<file path="src/rtl/fdtd_step_ctrl_if.sv">
// fdtd_step_ctrl_if: run configuration, calc enables and field-memory strobes of the FDTD step sequencer.
interface fdtd_step_ctrl_if #(
    parameter int ADDR_WIDTH = 10,
    parameter int STEP_WIDTH = 16
);
    logic                  start;
    logic                  abort;
    logic [ADDR_WIDTH-1:0] grid_size;
    logic [STEP_WIDTH-1:0] n_steps;
    logic [ADDR_WIDTH-1:0] src_pos;
    logic                  calc_hy_en;
    logic                  calc_ez_en;
    logic                  calc_src_en;
    logic                  rd_en;
    logic [ADDR_WIDTH-1:0] rd_addr;
    logic                  wr_en;
    logic [ADDR_WIDTH-1:0] wr_addr;
    logic                  wr_sel;
    logic                  busy;
    logic                  done;
    logic [STEP_WIDTH-1:0] step_cnt;

    modport master (
        output start, abort, grid_size, n_steps, src_pos,
        input  calc_hy_en, calc_ez_en, calc_src_en, rd_en, rd_addr,
               wr_en, wr_addr, wr_sel, busy, done, step_cnt
    );

    modport slave (
        input  start, abort, grid_size, n_steps, src_pos,
        output calc_hy_en, calc_ez_en, calc_src_en, rd_en, rd_addr,
               wr_en, wr_addr, wr_sel, busy, done, step_cnt
    );
endinterface

</file>
<file path="src/rtl/fdtd_step_ctrl.sv">
// fdtd_step_ctrl: 1D FDTD timestep sequencer issuing Hy, Ez and source updates with delayed write-back.
module fdtd_step_ctrl #(
    parameter int ADDR_WIDTH = 10,
    parameter int STEP_WIDTH = 16,
    parameter int CALC_LAT   = 2
) (
    input  logic             clk,
    input  logic             rst_n,
    fdtd_step_ctrl_if.slave  bus
);
    localparam int PW = ADDR_WIDTH + 2;
    localparam int DW = $clog2(CALC_LAT + 1);

    typedef enum logic [3:0] {IDLE, HY, HY_DRN, EZ, EZ_DRN, SRC, SRC_DRN, STEP_END, DONE} state_t;

    state_t                state;
    logic [ADDR_WIDTH-1:0] n_reg, src_reg, rd_addr;
    logic [STEP_WIDTH-1:0] steps_reg, step_cnt;
    logic [DW-1:0]         dcnt;
    logic                  hy_en, ez_en, src_en, busy, done, rd_en, drained, src_ok;
    logic [PW-1:0]         pipe [CALC_LAT];

    assign rd_en   = hy_en | ez_en | src_en;
    assign drained = dcnt == DW'(CALC_LAT);
    assign src_ok  = src_reg != '0 && src_reg < n_reg;

    assign bus.calc_hy_en  = hy_en;
    assign bus.calc_ez_en  = ez_en;
    assign bus.calc_src_en = src_en;
    assign bus.rd_en       = rd_en;
    assign bus.rd_addr     = rd_addr;
    assign bus.busy        = busy;
    assign bus.done        = done;
    assign bus.step_cnt    = step_cnt;
    assign {bus.wr_en, bus.wr_sel, bus.wr_addr} = pipe[CALC_LAT-1];

    always_ff @(posedge clk or negedge rst_n) begin
        if (!rst_n) begin
            state     <= IDLE;
            n_reg     <= '0;
            src_reg   <= '0;
            steps_reg <= '0;
            step_cnt  <= '0;
            rd_addr   <= '0;
            dcnt      <= '0;
            hy_en     <= 1'b0;
            ez_en     <= 1'b0;
            src_en    <= 1'b0;
            busy      <= 1'b0;
            done      <= 1'b0;
            for (int k = 0; k < CALC_LAT; k++) pipe[k] <= '0;
        end else begin
            hy_en   <= 1'b0;
            ez_en   <= 1'b0;
            src_en  <= 1'b0;
            done    <= 1'b0;
            dcnt    <= dcnt + DW'(1);
            pipe[0] <= {rd_en, ez_en | src_en, rd_addr};
            for (int k = 1; k < CALC_LAT; k++) pipe[k] <= pipe[k-1];
            // Abort also discards in-flight write-backs so nothing lands after the run is cancelled.
            if (bus.abort && state != IDLE) begin
                state <= IDLE;
                busy  <= 1'b0;
                for (int k = 0; k < CALC_LAT; k++) pipe[k] <= '0;
            end else begin
                case (state)
                    IDLE: if (bus.start) begin
                        n_reg     <= bus.grid_size;
                        steps_reg <= bus.n_steps;
                        src_reg   <= bus.src_pos;
                        step_cnt  <= '0;
                        busy      <= 1'b1;
                        if (bus.grid_size < ADDR_WIDTH'(2) || bus.n_steps == '0) begin
                            state <= DONE;
                            done  <= 1'b1;
                        end else begin
                            state   <= HY;
                            hy_en   <= 1'b1;
                            rd_addr <= '0;
                        end
                    end
                    HY: if (rd_addr == n_reg - ADDR_WIDTH'(2)) begin
                        state <= HY_DRN;
                        dcnt  <= DW'(1);
                    end else begin
                        hy_en   <= 1'b1;
                        rd_addr <= rd_addr + ADDR_WIDTH'(1);
                    end
                    HY_DRN: if (drained) begin
                        state   <= EZ;
                        ez_en   <= 1'b1;
                        rd_addr <= ADDR_WIDTH'(1);
                    end
                    EZ: if (rd_addr == n_reg - ADDR_WIDTH'(1)) begin
                        state <= EZ_DRN;
                        dcnt  <= DW'(1);
                    end else begin
                        ez_en   <= 1'b1;
                        rd_addr <= rd_addr + ADDR_WIDTH'(1);
                    end
                    EZ_DRN: if (drained) begin
                        state   <= src_ok ? SRC : STEP_END;
                        src_en  <= src_ok;
                        rd_addr <= src_ok ? src_reg : rd_addr;
                    end
                    SRC: begin
                        state <= SRC_DRN;
                        dcnt  <= DW'(1);
                    end
                    SRC_DRN: if (drained) state <= STEP_END;
                    STEP_END: begin
                        step_cnt <= step_cnt + STEP_WIDTH'(1);
                        if (step_cnt + STEP_WIDTH'(1) == steps_reg) begin
                            state <= DONE;
                            done  <= 1'b1;
                        end else begin
                            state   <= HY;
                            hy_en   <= 1'b1;
                            rd_addr <= '0;
                        end
                    end
                    DONE: begin
                        state <= IDLE;
                        busy  <= 1'b0;
                    end
                    default: state <= IDLE;
                endcase
            end
        end
    end
endmodule

</file>
<file path="src/flat_wrapper.sv">
// flat-port wrapper written by rule: the top's interface ports become plain ports
module fdtd_step_ctrl_flat 
#(
    parameter int ADDR_WIDTH = 10,
    parameter int STEP_WIDTH = 16,
    parameter int CALC_LAT   = 2
)
  (clk, rst_n, bus_start, bus_abort, bus_grid_size, bus_n_steps, bus_src_pos, bus_calc_hy_en, bus_calc_ez_en, bus_calc_src_en, bus_rd_en, bus_rd_addr, bus_wr_en, bus_wr_addr, bus_wr_sel, bus_busy, bus_done, bus_step_cnt);
  fdtd_step_ctrl_if #(.ADDR_WIDTH(ADDR_WIDTH), .STEP_WIDTH(STEP_WIDTH)) bus_i ();
  input  logic clk;
  input  logic rst_n;
  input wire logic [$bits(bus_i.start)-1:0] bus_start;
  input wire logic [$bits(bus_i.abort)-1:0] bus_abort;
  input wire logic [$bits(bus_i.grid_size)-1:0] bus_grid_size;
  input wire logic [$bits(bus_i.n_steps)-1:0] bus_n_steps;
  input wire logic [$bits(bus_i.src_pos)-1:0] bus_src_pos;
  output wire logic [$bits(bus_i.calc_hy_en)-1:0] bus_calc_hy_en;
  output wire logic [$bits(bus_i.calc_ez_en)-1:0] bus_calc_ez_en;
  output wire logic [$bits(bus_i.calc_src_en)-1:0] bus_calc_src_en;
  output wire logic [$bits(bus_i.rd_en)-1:0] bus_rd_en;
  output wire logic [$bits(bus_i.rd_addr)-1:0] bus_rd_addr;
  output wire logic [$bits(bus_i.wr_en)-1:0] bus_wr_en;
  output wire logic [$bits(bus_i.wr_addr)-1:0] bus_wr_addr;
  output wire logic [$bits(bus_i.wr_sel)-1:0] bus_wr_sel;
  output wire logic [$bits(bus_i.busy)-1:0] bus_busy;
  output wire logic [$bits(bus_i.done)-1:0] bus_done;
  output wire logic [$bits(bus_i.step_cnt)-1:0] bus_step_cnt;
  assign bus_i.start = bus_start;
  assign bus_i.abort = bus_abort;
  assign bus_i.grid_size = bus_grid_size;
  assign bus_i.n_steps = bus_n_steps;
  assign bus_i.src_pos = bus_src_pos;
  assign bus_calc_hy_en = bus_i.calc_hy_en;
  assign bus_calc_ez_en = bus_i.calc_ez_en;
  assign bus_calc_src_en = bus_i.calc_src_en;
  assign bus_rd_en = bus_i.rd_en;
  assign bus_rd_addr = bus_i.rd_addr;
  assign bus_wr_en = bus_i.wr_en;
  assign bus_wr_addr = bus_i.wr_addr;
  assign bus_wr_sel = bus_i.wr_sel;
  assign bus_busy = bus_i.busy;
  assign bus_done = bus_i.done;
  assign bus_step_cnt = bus_i.step_cnt;
  fdtd_step_ctrl #(.ADDR_WIDTH(ADDR_WIDTH), .STEP_WIDTH(STEP_WIDTH), .CALC_LAT(CALC_LAT)) u_core (.clk(clk), .rst_n(rst_n), .bus(bus_i));
endmodule
</file>
<file path="config.mk">
export PLATFORM = sky130hd
export DESIGN_NAME = fdtd_step_ctrl_flat
export DESIGN_NICKNAME = d
export VERILOG_FILES = /design/src/rtl/fdtd_step_ctrl_if.sv /design/src/rtl/fdtd_step_ctrl.sv /design/src/flat_wrapper.sv
export SDC_FILE = /design/constraint.sdc
export NUM_CORES = 1
export LEC_CHECK = 0
export CAP_MARGIN = 20
export CORE_UTILIZATION = 35
export CTS_BUF_LIST = sky130_fd_sc_hd__clkbuf_2
export CTS_CLUSTER_DIAMETER = 150
export DETAILED_ROUTE_END_ITERATION = 10
export GPL_ROUTABILITY_DRIVEN = 1
export PLACE_DENSITY = 0.56
export SYNTH_ARGS = -nofsm -noshare
export SYNTH_HDL_FRONTEND = slang
export SYNTH_SLANG_ARGS = --single-unit
</file>
<file path="constraint.sdc">
create_clock -name clk -period 3.2 [get_ports clk]
set_input_delay 0.8 -clock clk [delete_from_list [all_inputs] [get_ports clk]]
set_output_delay 0.8 -clock clk [all_outputs]
set_load 0.01 [all_outputs]
</file>
---- After elaboration in Yosys (flattened, before gate mapping) ----
Cells that the tools add are included.
storage, ports and cells
  register bits after elaboration ......... 97
  bits of input ports ..................... 40
  output and inout port bits .............. 44
cells by class
  mux-type cells .......................... 48
  magnitude comparators ................... 2
  bitwise gates (word level) .............. 4
  equal/unequal tests ..................... 26
  add/sub/neg operators ................... 5
  reductions and logical operators ........ 15
operators with widths
  cell                                                    number
  two-way mux 10 bit                                      8
  case mux 10 bit (6 select lines)                        1
  two-way mux 4 bit                                       9
  case mux 16 bit (2 select lines)                        1
  case mux 4 bit (8 select lines)                         1
  two-way mux 24 bit                                      1
  == test 10 bit                                          2
  two-way mux 1 bit                                       17
  adder 16 x 1 -> 16 bit (second input constant)          1
  == test 16 bit                                          1
  == test 4 x 3 -> 1 bit (second input constant)          4
  zero test 16 bit                                        1
  two-way mux 16 bit                                      1
  inequality test 3 x 1 -> 1 bit (second input constant)  5
  adder 10 x 1 -> 10 bit (second input constant)          1
  < comparator 10 bit                                     1
  < comparator 10 x 2 -> 1 bit (second input constant)    1
  inequality test 2 bit (second input constant)           5
  AND reduction 10 bit                                    1
  nonzero test 10 bit                                     1
  subtractor 10 x 1 -> 10 bit (second input constant)     1
  subtractor 10 x 2 -> 10 bit (second input constant)     1
  == test 4 x 2 -> 1 bit (second input constant)          2
  two-way mux 2 bit                                       4
  other kinds (21)                                        29

---- Logic depth before layout (Yosys ltp) ----
  depth after elaboration ................. 6
  mapped depth ............................ 13
  mapped depth without buffers ............ 10

---- Worst setup path after synthesis ----
OpenSTA, ideal clock, no wires.
  kind .................................... reg-to-reg
  start point ............................. reg u_core.n_reg[2]
  end point ............................... reg u_core.rd_addr[0] (netlist: u_core.bus.rd_addr[0])
  setup slack ............................. 0.503 ns
  cell stages (with the launch flop) ...... 13
  data arrival time ....................... 2.593 ns
  library setup time ...................... 0.103 ns
  path buffers ............................ 3
  cells stage by stage .................... dfrtp_1 -> clkbuf_1 -> inv_1 -> ha_1 -> buf_2 -> nor4b_2 -> xor2_1 -> and3_1 -> o211ai_1 -> o32ai_1 -> or3_1 -> buf_6 -> o41ai_2
between the ends
  cells in the longest elaborated chain, start to end .. 4
  elaborated cells on any way between the ends .. 10
  those cells by class .................... add/sub: 2; order compare: 1; eq/ne: 5; reduce/logical: 2
RTL lines
  element                                                                                   line                   RTL
  start, declared                                                                           fdtd_step_ctrl.sv:17   logic [ADDR_WIDTH-1:0] n_reg, src_reg, rd_addr;
  start signal, assigned                                                                    fdtd_step_ctrl.sv:68   n_reg <= bus.grid_size;
  subtractor 10 x 1 -> 10 bit, or another cell as far along                                 fdtd_step_ctrl.sv:94   EZ: if (rd_addr == n_reg - ADDR_WIDTH'(1)) begin
  == test 10 bit, or another cell as far along                                              fdtd_step_ctrl.sv:94
  inequality test 2 bit (no source line) or inequality test 2 x 1 -> 1 bit (tied branches)  -
  AND reduction 10 bit (no source line) *                                                   -
  end signal, assigned                                                                      fdtd_step_ctrl.sv:87   rd_addr <= rd_addr + ADDR_WIDTH'(1);
  end signal, assigned                                                                      fdtd_step_ctrl.sv:99   rd_addr <= rd_addr + ADDR_WIDTH'(1);
  end signal, assigned                                                                      fdtd_step_ctrl.sv:104  rd_addr <= src_ok ? src_reg : rd_addr;
  end, declared                                                                             fdtd_step_ctrl.sv:17
Mark *: on every way between the ends. The rest lies on a longest branch, timed or not.
A chain may end at the register's enable or synchronous reset.

---- Worst setup path in the final report ----
  start point ............................. reg u_core.n_reg[4]
  end point ............................... reg u_core.rd_addr[1] (netlist: u_core.bus.rd_addr[1])
The elaborated chain is that of the path after synthesis.

==> metrics.yaml <==
async_reset_ff_frac: 1.00
core.rowCount: 46
clock_sinks: 97
ios: 84
cp-start-kind: "register"
busiest_layer: "met2"
ir_drop_mv: 0.310
fp.dieArea_sq_mm: 0.0167
clockBufferDepth: 2
drv_cap: 0
synth_top_flop_cell: "dfrtp_1"
clock.fmax_mhz: 336
maxSlewHeadroom: 0.589
layout_min_cycle_time_ns: 2.97
clkTransAtPathRegs_ns: 0.30
period_share: 0.929
p_leak_nw: 2.87
grt_pass1_wl_mm: 23.2
worstMarginPinSlew_ns: 0.608
drc: 0
syn-cell-area_sq_mm: 0.00565
cts_tree: "done"
ys_types: 67
gr-usage-met2: 0.279
gr-usage-all-layers: 0.182
finalSetupViolCount: 0
syn_area_per_cell_sq_um: 9.72
dpl_cell_area_sq_mm: 0.00671
clock_latency_ns: 0.62
place_hpwl_mm: 10.7
rsz0062_at_grt: "false"
start_util: 0.357
crit_required_ns: 3.71
outcome: "complete, no violations"
coreArea_sq_mm: 0.0158
fin_worst_skew_ns: 0.0349
dr_total_vias: 4710
seq_area_frac_synth: 0.430
routed_via_density: 5.38
power_density_mw_per_mm2: 704
die_w_um: 129
critPathMaxFanout: 20
grt_use_met3: 0.0318
h-tree-depth: 3
antenna_found_initial: 1
ant_nets: 0
holdBufCountCts: 0
tns_ns: 0
routed_wl_mm: 14.4
wire_per_inst_um: 16.4
die_h_um: 129
hold_class: "in2async"
yosysTopAreaCell: "dfrtp_1"
synthTopCellsByArea: "dfrtp_1 (43%), mux2_2 (7.4%), xnor2_1 (4.2%)"
netlist.area_leader.share: 0.430
firstDrtPassIters: 5
numCtsBuffers: 9
grtUsageMet1: 0.257
endpoint_kind: "register"
grt_pass1_vias: 4401
port_buffers: 83
routabilityCongestion: 0.865
grt_overflow: 0
drv_slew: 0
drt_iter0_markers: 269
syn-num-nets: 635
grt_max_degree: 56
ys_warn_count: 0
critPathKind: "reg2reg"
ys_ff_latch: 97
finalInstanceArea_sq_mm: 0.00684
syn2layout_area_growth_pct: 21.0
whs_ns: 0.115
drive_gt1_frac: 0.129
arrival_ns: 3.49
nets: 708
synth_edf_count: 0
synthCells: 581
cts_root_buf: "clkbuf_2"
hold_viol_final: 0
metrics by stage:
stage / worst slack, ns / utilization / instances / total power, W
after floorplan: 0.503 / - / 581 / 0.00347
after global placement: 0.160 / 0.424 / 859 / 0.00412
after detailed placement: 0.0611 / 0.424 / 859 / 0.00419
after CTS: 0.212 / 0.431 / 875 / 0.00484
after global routing: 0.0436 / 0.432 / 876 / 0.00522
final: 0.226 / 0.432 / 876 / 0.00481
worst max-delay path, cell delays in order (launching register included):
cell and delay [ns]:
dfrtp_1 0.65, inv_1 0.19, ha_1 0.33, a21oi_1 0.16, o221ai_1 0.15, a41oi_1 0.26, buf_4 0.17, o211ai_1 0.09
or3_1 0.40, buf_12 0.17, a221oi_1 0.22, a21oi_1 0.07
timing repair:
action                     CTS  global route
buffers inserted             0             0
resized for setup            0             2
setup endpoints to repair    0             2
cells in the mapped netlist (all sizes together) (12+ instances only):
cell / n
dfrtp: 97
o21ai: 40
nor2: 38
mux2: 37
nand2: 35
xnor2: 27
a21oi: 25
and2: 21
clkbuf: 21
buf: 20
inv: 19
nand3: 17
and3: 16
ha: 14
nor3: 14
xor2: 13
nor4: 12
where the power goes:
group / internal, W / switching, W / total (W)
Clock: 0.000186 / 0.000455 / 0.000641
Combinational: 0.00111 / 0.00105 / 0.00217
Sequential: 0.00155 / 0.000449 / 0.00200
path summary, 6_finish.rpt:
path | start | to | slack [ns] | cells past startpoint
max in group asynchronous | rst_n | u_core.bus.step_cnt[13]$_DFFE_PN0P_ | 2.38 | 2
min reg2reg | u_core.dcnt[0]$_DFF_PN0_ | u_core.dcnt[0]$_DFF_PN0_ | 0.45 | 1
max | u_core.n_reg[4]$_DFFE_PN0P_ | u_core.bus.rd_addr[1]$_DFFE_PN0P_ | 0.23 | 11
max reg2reg | u_core.n_reg[4]$_DFFE_PN0P_ | u_core.bus.rd_addr[1]$_DFFE_PN0P_ | 0.23 | 11
min | rst_n | u_core.bus.rd_addr[6]$_DFFE_PN0P_ | 0.12 | 1
min in group clk | u_core.dcnt[0]$_DFF_PN0_ | u_core.dcnt[0]$_DFF_PN0_ | 0.45 | 1
cell type report:
class	count	area, sq um
antenna	1	2.50
clock buffer	10	50.0
clock inverter	6	67.6
fill	1536	8990
inverter	19	71.3
multi-input combinational	424	2950
sequential	97	2430
tap	216	270
timing repair buffer	103	1000
cells in the final DEF (no fill, tap or decap), types with 3 or more instances in the layout:
| cell type | Yosys | routed |
|---|---|---|
| o31ai_1 | 6 | 6 |
| xor2_1 | 13 | 13 |
| xnor2_1 | 27 | 27 |
| o21ai_0 | 40 | 40 |
| nor4_1 | 11 | 9 |
| a21oi_1 | 25 | 25 |
| and2_1 | 19 | 19 |
| nor2b_1 | 8 | 8 |
| nor3b_1 | 3 | 3 |
| nor2_1 | 38 | 38 |
| or4_1 | 3 | 3 |
| o21a_1 | 4 | 4 |
| mux2_2 | 37 | 37 |
| o2111ai_1 | 3 | 3 |
| nand4_1 | 8 | 8 |
| buf_4 | 10 | 19 |
| a32oi_1 | 3 | 3 |
| or3_1 | 3 | 3 |
| nand3_1 | 17 | 17 |
| nand2b_1 | 10 | 10 |
| dfrtp_1 | 97 | 97 |
| nand2_1 | 35 | 35 |
| clkdlybuf4s50_1 | 0 | 82 |
| a31oi_1 | 3 | 3 |
| and3_1 | 16 | 16 |
| o41ai_1 | 5 | 5 |
| mux2i_1 | 3 | 3 |
| ha_1 | 14 | 14 |
| a221oi_1 | 4 | 4 |
| a211oi_1 | 8 | 8 |
| and4_1 | 3 | 3 |
| a22oi_1 | 4 | 4 |
| o211ai_1 | 4 | 4 |
| clkbuf_2 | 2 | 10 |
| nor3_1 | 14 | 14 |
| inv_1 | 19 | 19 |
metal layers:
metal | wire (um) | up-vias
li1 | - | 2242
met1 | 6920 | 2289
met2 | 6410 | 163
met3 | 798 | 16
met4 | 231 | 0
met5 | 0 | -
cells by family (layout without fill, tap and decap cells):
family / Yosys count / after routing / share of synthesized area
AND/OR/NAND/NOR: 202 / 202 / 0.197
AO/OA/AOI/OAI: 128 / 128 / 0.150
flip-flops: 97 / 97 / 0.430
buffers and inverters: 60 / 138 / 0.0512
XOR/XNOR: 40 / 40 / 0.0620
multiplexers: 40 / 40 / 0.0791
adder cells (fa/ha/maj): 14 / 14 / 0.0310
other: 0 / 1 / 0
Note: power is estimated with default switching activity, not from simulation.
